File: config.mk
export PLATFORM = sky130hd
export DESIGN_NAME = led_fader_flat
export DESIGN_NICKNAME = d
export VERILOG_FILES = /design/src/rtl/led_fader_pkg.sv /design/src/rtl/led_fader_if.sv /design/src/rtl/led_fader_chan.sv /design/src/rtl/led_fader.sv /design/src/flat_wrapper.sv
export SDC_FILE = /design/constraint.sdc
export NUM_CORES = 1
export LEC_CHECK = 0
export BUFFER_PORTS_ARGS = -buffer_cell sky130_fd_sc_hd__buf_2
export CORE_MARGIN = 10
export CORE_UTILIZATION = 60
export CTS_CLUSTER_DIAMETER = 100
export DETAILED_ROUTE_END_ITERATION = 12
export GPL_TIMING_DRIVEN = 0
export PLACE_DENSITY = 0.77
export SYNTH_ARGS = -nofsm -noshare
export SYNTH_HDL_FRONTEND = slang
export SYNTH_HIERARCHICAL = 1
export SYNTH_SLANG_ARGS = --single-unit
File: constraint.sdc
create_clock -name i_clk -period 4.29 [get_ports i_clk]
set_input_delay 0 -clock i_clk [delete_from_list [all_inputs] [get_ports i_clk]]
set_output_delay 0 -clock i_clk [all_outputs]
set_load 0.005 [all_outputs]
File: src/rtl/led_fader_pkg.sv
// Shared constants and helpers for the LED fader and the Wishbone LED register.
package led_fader_pkg;

  localparam int DEF_NUM_LEDS = 8;
  localparam int DEF_PWM_BITS = 8;

  typedef enum logic [1:0] {
    FADE_HOLD,
    FADE_UP,
    FADE_DOWN
  } fade_dir_e;

  // One extra bit holds the carry/borrow so saturation is detected without wrap.
  function automatic int sat_width(input int pwm_bits);
    return pwm_bits + 1;
  endfunction

endpackage

File: src/rtl/led_fader_if.sv
// LED target/bypass inputs and PWM/busy outputs between the LED register and the fader.
interface led_fader_if import led_fader_pkg::*; #(
  parameter int NUM_LEDS = DEF_NUM_LEDS
);

  logic [NUM_LEDS-1:0] i_leds;
  logic                i_bypass;
  logic [NUM_LEDS-1:0] o_pwm;
  logic                o_busy;

  modport master (
    output i_leds,
    output i_bypass,
    input  o_pwm,
    input  o_busy
  );

  modport slave (
    input  i_leds,
    input  i_bypass,
    output o_pwm,
    output o_busy
  );

endinterface

File: src/rtl/led_fader_chan.sv
// One LED channel: duty register with saturating fade step and registered PWM comparator.
module led_fader_chan import led_fader_pkg::*; #(
  parameter int PWM_BITS = DEF_PWM_BITS,
  parameter int STEP     = 1
) (
  input  logic                i_clk,
  input  logic                i_reset,
  input  logic                i_target_on,
  input  logic                i_bypass,
  input  logic                i_tick,
  input  logic [PWM_BITS-1:0] i_pwm_cnt,
  output logic                o_pwm,
  output logic                o_mismatch
);

  localparam int            SW     = sat_width(PWM_BITS);
  localparam logic [SW-1:0] MAX_W  = {1'b0, {PWM_BITS{1'b1}}};
  localparam logic [SW-1:0] STEP_W = SW'(STEP);

  logic [PWM_BITS-1:0] duty_q, duty_d;
  logic                pwm_q, pwm_d;
  logic [PWM_BITS-1:0] target;
  logic [SW-1:0]       sum;
  logic [SW-1:0]       diff;
  fade_dir_e           dir;

  always_comb begin
    target = i_target_on ? {PWM_BITS{1'b1}} : '0;
    sum    = {1'b0, duty_q} + STEP_W;
    diff   = {1'b0, duty_q} - STEP_W;

    dir = FADE_HOLD;
    if (duty_q < target) begin
      dir = FADE_UP;
    end else if (duty_q > target) begin
      dir = FADE_DOWN;
    end

    duty_d = duty_q;
    if (i_bypass) begin
      duty_d = target;
    end else if (i_tick) begin
      // The MSB of diff is the borrow: set means the step went below zero.
      case (dir)
        FADE_UP:   duty_d = (sum > MAX_W) ? {PWM_BITS{1'b1}} : sum[PWM_BITS-1:0];
        FADE_DOWN: duty_d = diff[SW-1] ? '0 : diff[PWM_BITS-1:0];
        default:   duty_d = duty_q;
      endcase
    end

    pwm_d      = (duty_q == {PWM_BITS{1'b1}}) || (i_pwm_cnt < duty_q);
    o_mismatch = (duty_q != target);
  end

  always_ff @(posedge i_clk) begin
    if (i_reset) begin
      duty_q <= '0;
      pwm_q  <= 1'b0;
    end else begin
      duty_q <= duty_d;
      pwm_q  <= pwm_d;
    end
  end

  assign o_pwm = pwm_q;

endmodule

File: src/rtl/led_fader.sv
// Multi-channel LED fader: shared prescaler and PWM counter driving one channel per LED.
module led_fader import led_fader_pkg::*; #(
  parameter int NUM_LEDS = DEF_NUM_LEDS,
  parameter int PWM_BITS = DEF_PWM_BITS,
  parameter int PRESCALE = 1024,
  parameter int STEP     = 1
) (
  input  logic       i_clk,
  input  logic       i_reset,
  led_fader_if.slave fader
);

  localparam int              PS_W    = (PRESCALE > 1) ? $clog2(PRESCALE) : 1;
  localparam logic [PS_W-1:0] PS_LAST = PS_W'(PRESCALE - 1);

  logic [PS_W-1:0]     pre_q, pre_d;
  logic [PWM_BITS-1:0] pwm_cnt_q, pwm_cnt_d;
  logic                busy_q, busy_d;
  logic                tick;
  logic [NUM_LEDS-1:0] mismatch;
  logic [NUM_LEDS-1:0] pwm_vec;

  always_comb begin
    tick      = (pre_q == PS_LAST);
    pre_d     = tick ? '0 : pre_q + 1'b1;
    pwm_cnt_d = pwm_cnt_q + 1'b1;
    busy_d    = |mismatch;
  end

  always_ff @(posedge i_clk) begin
    if (i_reset) begin
      pre_q     <= '0;
      pwm_cnt_q <= '0;
      busy_q    <= 1'b0;
    end else begin
      pre_q     <= pre_d;
      pwm_cnt_q <= pwm_cnt_d;
      busy_q    <= busy_d;
    end
  end

  for (genvar k = 0; k < NUM_LEDS; k++) begin : g_chan
    led_fader_chan #(
      .PWM_BITS (PWM_BITS),
      .STEP     (STEP)
    ) u_chan (
      .i_clk       (i_clk),
      .i_reset     (i_reset),
      .i_target_on (fader.i_leds[k]),
      .i_bypass    (fader.i_bypass),
      .i_tick      (tick),
      .i_pwm_cnt   (pwm_cnt_q),
      .o_pwm       (pwm_vec[k]),
      .o_mismatch  (mismatch[k])
    );
  end

  assign fader.o_pwm  = pwm_vec;
  assign fader.o_busy = busy_q;

endmodule

File: src/flat_wrapper.sv
// flat-port wrapper written by rule: the top's interface ports become plain ports
module led_fader_flat import led_fader_pkg::*;
#(
  parameter int NUM_LEDS = DEF_NUM_LEDS,
  parameter int PWM_BITS = DEF_PWM_BITS,
  parameter int PRESCALE = 1024,
  parameter int STEP     = 1
)
  (i_clk, i_reset, fader_i_leds, fader_i_bypass, fader_o_pwm, fader_o_busy);
  led_fader_if #(.NUM_LEDS(NUM_LEDS)) fader_i ();
  input  logic i_clk;
  input  logic i_reset;
  input wire logic [$bits(fader_i.i_leds)-1:0] fader_i_leds;
  input wire logic [$bits(fader_i.i_bypass)-1:0] fader_i_bypass;
  output wire logic [$bits(fader_i.o_pwm)-1:0] fader_o_pwm;
  output wire logic [$bits(fader_i.o_busy)-1:0] fader_o_busy;
  assign fader_i.i_leds = fader_i_leds;
  assign fader_i.i_bypass = fader_i_bypass;
  assign fader_o_pwm = fader_i.o_pwm;
  assign fader_o_busy = fader_i.o_busy;
  led_fader #(.NUM_LEDS(NUM_LEDS), .PWM_BITS(PWM_BITS), .PRESCALE(PRESCALE), .STEP(STEP)) u_core (.i_clk(i_clk), .i_reset(i_reset), .fader(fader_i));
endmodule
# Yosys cells after proc, flatten, opt, wreduce, memory -nomap -nowiden
# Cells that the tools add are included.
# W data, S select, Z words.
# totals
latchBits	0
romBits	0
ram_bits	0
word_cells	193
in_bits	11
output_inout_bits	9
ff_bits	91
mem_count	0
# op_classes
n_addsub	18
n_eq_ne	33
n_mul	0
div	0
n_lt_le_gt_ge	32
bitwise	0
n_reduce_logical	27
shift	0
mux	64
# ops
operator	n
$mux W8	40
$lt A8 B8 Y1	16
$pmux W8 S2	8
$add A8 B1 Y9 const B	8
$gt A9 B8 Y1 const B	8
$sub A8 B1 Y9 const B	8
$eq A8 B8 Y1 const B	8
$gt A8 B8 Y1	8
$ne A8 B8 Y1	8
$mux W2	16
$reduce_bool A3 Y1	8
$eq A2 B1 Y1 const B	8
$eq A2 B2 Y1 const B	8
$reduce_and A2 Y1	8
$add A10 B1 Y10 const B	1
$eq A10 B10 Y1 const B	1
$add A8 B1 Y8 const B	1
$logic_or A1 B1 Y1	8
$reduce_or A8 Y1	1
$reduce_bool A2 Y1	1
$reduce_or A2 Y1	1

# Longest topological paths before layout
# logic_depth
ltp_word	8
mapped_depth	9
mapped_depth_nobuf	8

# By module
# Netlist, hierarchy kept.
# by_module_without_submodules
mod	cells_per_inst	n_inst	area_per_inst_um2
led_fader_chan	142	8	1151.1
led_fader	91	1	800.8

# Worst setup path before layout
# Ideal clock, no wire load.
# synth_timing
path_type	reg2reg
startpoint	reg u_core.pre_q[0]
endpoint	reg u_core.g_chan[0].u_chan.duty_q[5]
t_arrival_ns	2.578
period_less_slack_ns	2.664
setup_time_ns	0.086
required_time_ns	4.204
n_path_buf	1
setup_slack_ns	1.626
stages_incl_launch_ff	10
cell_sequence	dfxtp_1 -> ha_1 -> nand4_2 -> nor3_1 -> o21a_1 -> a31o_1 -> buf_4 -> and2b_4 -> o211ai_2 -> a221oi_2
# synth_via
elab_chain_cells	3
# synth_rtl
item	line	source
start, declared	led_fader.sv:16	logic [PS_W-1:0] pre_q, pre_d;
start signal, assigned	led_fader.sv:36	pre_q <= pre_d;
$eq A10 B10 Y1	led_fader.sv:24	tick = (pre_q == PS_LAST);
named net u_core.tick	led_fader.sv:19	logic tick;
$reduce_bool A2 Y1 (no line)	n/a	
$reduce_and A2 Y1 (no line)	n/a	
end signal, assigned	led_fader_chan.sv:60	duty_q <= duty_d;
end, declared	led_fader_chan.sv:20	logic [PWM_BITS-1:0] duty_q, duty_d;
# The timed path passes the listed nets, and every way through them passes these cells.
# A chain may end at the register's enable or synchronous reset.

# Worst setup path in the final report
# layout_timing
startpoint	reg u_core.pre_q[0]
endpoint	reg u_core.g_chan[6].u_chan.duty_q[5]
# layout_via
elab_chain_cells	3
# layout_rtl
item	line
$eq A10 B10 Y1	led_fader.sv:24
named net u_core.tick	led_fader.sv:19
$reduce_bool A2 Y1 (no line)	n/a
$reduce_and A2 Y1 (no line)	n/a
end signal, assigned	led_fader_chan.sv:60
end, declared	led_fader_chan.sv:20
# The timed path passes the listed nets, and every way through them passes these cells.

==> impl_metrics.toml <==
[route]
remaining_drc_errors = 0
ant_nets = 0
post_drt_wl_per_cell_microns = 17.71
routed_wl_microns = 26260
vias = 9829
dr.pass1.iters = 7
drt-initial-drc-count = 686
vias_per_cell = 6.628

[sta]
finClkSkew_ns = 0.007740
setup_ws_ns = 1.454
fmax_mhz = 352.6
maxSlewViolCount = 0
finalSetupTns_ns = 0
hold_viol = 0
maxSlewHeadroom_pct = 22.79
tightestPinTransition_ns = 1.158
rsz0062_at_grt = "false"
finalSetupViolCount = 0
period_needed_ns = 2.836
period_share_pct = 66.10

[clock_network]
cts_tree = "done"
cts_root_buffer = "clkbuf_16"
numCtsBuffers = 9
post-cts-setup-buffer-count = 0
cts-resized-gates = 0
clk_latency_ns = 0.36
h-tree-depth = 3
ctsHoldBuffers = 0
numClockSinks = 91
cts_buffer_depth = 2
cts.reportedPaths.clkPinSlew_ns = 0.07

[die]
ios = 20
start_util_pct = 60.79
die_h_microns = 149.2
die_area_sq_um = 22250
num_rows = 47
coreArea_sq_um = 16470
die_x_microns = 149.2

[worst_hold_path]
min_from = "fader_i_leds[2]"
whs_endpoint = "u_core/g_chan[2].u_chan/duty_q[0]$_SDFFE_PP0P_"
min_path_type = "input port to flip-flop"
hold_depth = 3

[critical_path]
cpMaxStageDelayCell = "nor3_2"
cp_top_family = "simple AND/OR/NAND/NOR gates"
slowest_delay_ns = 0.68
worstSetupStartpointType = "flip-flop"
crit_buf_inv = 2
cp_max_fo = 9
path_cells = "ha_1 -> nand4_2 -> nor3_2 -> buf_6 -> o21a_1 -> a31o_1 -> buf_4 -> nor2_1 -> a211oi_1 -> a221oi_2"
cp_data_arrival_time_ns = 3.02
reg2reg_depth = 10
cp.required_ns = 4.47
rrSetupSlack_ns = 1.45
regToRegStartpoint = "u_core/pre_q[0]$_SDFF_PP0_"
critPathKind = "flip-flop to flip-flop"
worst_setup_path_end_kind = "flip-flop"
timing.rr.end = "u_core/g_chan[6].u_chan/duty_q[5]$_SDFFE_PP0P_"

[global_routing]
antenna_found_initial = 0
grt-busiest-layer = "met2"
grt_max_degree = 49
grt_use_total_pct = 23.21
grt_pass1_vias = 9026
grtUsageMet3_pct = 2.609
grt_util_met1_pct = 30.75
use_met2_pct = 38.17
grt_pass1_wl_microns = 43770
globalRouteOverflowTotal = 0

[final_layout]
drive_gt1_share_pct = 9.501
syn_to_final_growth_pct = 6.800
n_antenna_cell = 0
nets = 1407

[placement]
gp_congestion = 0.9345
hpwl_microns = 18810
post-place-ws_ns = 1.497
portBuffers = 19

[yosys]
ys.flop_type = "dfxtp_1"
yosysWarnings = 6
synthDistinctLibCells = 51
async_flop_share_pct = 0
syn_area_sq_um = 10010
synth.top_cells.by_area = "dfxtp_1 (18%), ha_1 (17%), mux2i_1 (5.6%)"
ys_seq_area_share_pct = 18.20
syn_inst = 1227
netlist_top_cells_count = "ha_1 (138), nand2_1 (102), inv_1 (92)"
synth_top_cell_area_share_pct = 18.20
ys_seq_elements = 91
yosysMostFrequentCell = "ha_1"
synth_top_area_cell = "dfxtp_1"
synth.net_count = 1376
syn_area_per_cell_sq_um = 8.158
synth_edf_count = 0

[power_and_ir_drop]
ir_drop_v = 0.0001904
p_leak_nw = 4.463
power_per_cell_area_nw_per_um2 = 247.1

[flow_run]
cap_viol_max_count = 0

[run_status]
outcome = "finished clean"
==> placed cells by master (no fill, tap or decap), types with 9 or more instances in the layout <==
cell type | Yosys | routed
a211oi_1 | 9 | 9
a21o_1 | 48 | 48
a21oi_1 | 71 | 71
a221oi_1 | 9 | 9
a22oi_1 | 24 | 24
a31oi_1 | 16 | 16
and3_1 | 34 | 34
buf_2 | 8 | 27
buf_4 | 16 | 16
clkbuf_1 | 18 | 18
clkbuf_16 | 0 | 9
dfxtp_1 | 91 | 91
ha_1 | 138 | 138
inv_1 | 92 | 92
mux2i_1 | 56 | 56
nand2_1 | 102 | 102
nand2b_1 | 24 | 24
nand3_1 | 54 | 54
nand4_1 | 35 | 35
nand4b_1 | 16 | 16
nor2_1 | 74 | 74
nor3_1 | 33 | 32
nor4_1 | 10 | 10
o21a_1 | 16 | 16
o21ai_1 | 32 | 32
o311ai_0 | 17 | 17
o31ai_1 | 35 | 35
==> flip-flops by register name (all words and copies together) (netlist names) <==
register	cells
u_core/pwm_cnt_q	8
u_core/pre_q	10
u_core/g_chan.u_chan/o_pwm	8
u_core/g_chan.u_chan/duty_q	64
u_core/fader.o_busy	1
==> layout make-up <==
cell class	instances	area [sq um]
clock buffers	9	225.2
fillers	1421	5776
repair buffers	20	106.4
well taps	220	275.3
multi-input cells	1002	7620
clock inverters	7	68.82
inverters	92	345.3
plain buffers	42	227.7
flip-flops and latches	91	1822
==> per-layer routing <==
metal	routed length (microns)	vias up
met1	11970	4599
met3	1637	46
met2	12090	403
met4	557	0
li1	-	4781
met5	0	-
==> how the worst max path moves through the flow <==
| stage | from | to | slack, ns | cells after the start |
|---|---|---|---|---|
| final | u_core/pre_q[0]$_SDFF_PP0_ | u_core/g_chan[6].u_chan/duty_q[5]$_SDFFE_PP0P_ | 1.45 | 10 |
| after global placement | u_core/pre_q[0]$_SDFF_PP0_ | u_core/g_chan[4].u_chan/duty_q[5]$_SDFFE_PP0P_ | 0.44 | 9 |
| after floorplan | u_core/pre_q[0]$_SDFF_PP0_ | u_core/g_chan[0].u_chan/duty_q[5]$_SDFFE_PP0P_ | 1.63 | 9 |
| after global routing | u_core/pre_q[0]$_SDFF_PP0_ | u_core/g_chan[2].u_chan/duty_q[5]$_SDFFE_PP0P_ | 1.18 | 10 |
| after detailed placement | u_core/pre_q[0]$_SDFF_PP0_ | u_core/g_chan[6].u_chan/duty_q[5]$_SDFFE_PP0P_ | 1.50 | 10 |
| after CTS | u_core/pre_q[0]$_SDFF_PP0_ | u_core/g_chan[5].u_chan/duty_q[5]$_SDFFE_PP0P_ | 1.49 | 10 |
==> worst reg2reg max path, stage by stage, from the launching register on <==
cell and delay, ns:
dfxtp_1 0.37, ha_1 0.25, nand4_2 0.19, nor3_2 0.68, buf_6 0.25, o21a_1 0.13
a31o_1 0.09, buf_4 0.16, nor2_1 0.10, a211oi_1 0.35, a221oi_2 0.10
==> cell families after synthesis <==
family                     synth area share [%]
and+or+nand+nor                           22.63
AOI/OAI and AO/OA                         29.18
adders and majority gates                 17.25
buffers and inverters                     5.725
DFF                                       18.20
muxes                                     6.500
xor gates and xnor gates                 0.5251
==> through the flow <==
step | instances | instance area, sq um | hold WS [ns] | total power, W | utilization (%)
global placement | 1466 | 10380 | 0.3811 | 0.001798 | 63.04
finish | 1483 | 10690 | 0.06268 | 0.002641 | 64.92
detailed placement | 1467 | 10400 | 0.3807 | 0.001818 | 63.14
global route | 1483 | 10690 | 0.08001 | 0.002794 | 64.92
floorplan | 1227 | 10010 | 0.06625 | 0.001619 | -
CTS | 1483 | 10690 | 0.05549 | 0.002640 | 64.92
==> where the power goes <==
part	internal (W)	switching, W
combinational	0.000353	0.000478
sequential	0.000901	0.0000865
clock	0.000450	0.000372
No activity file was read; power rests on OpenSTA's default activity.
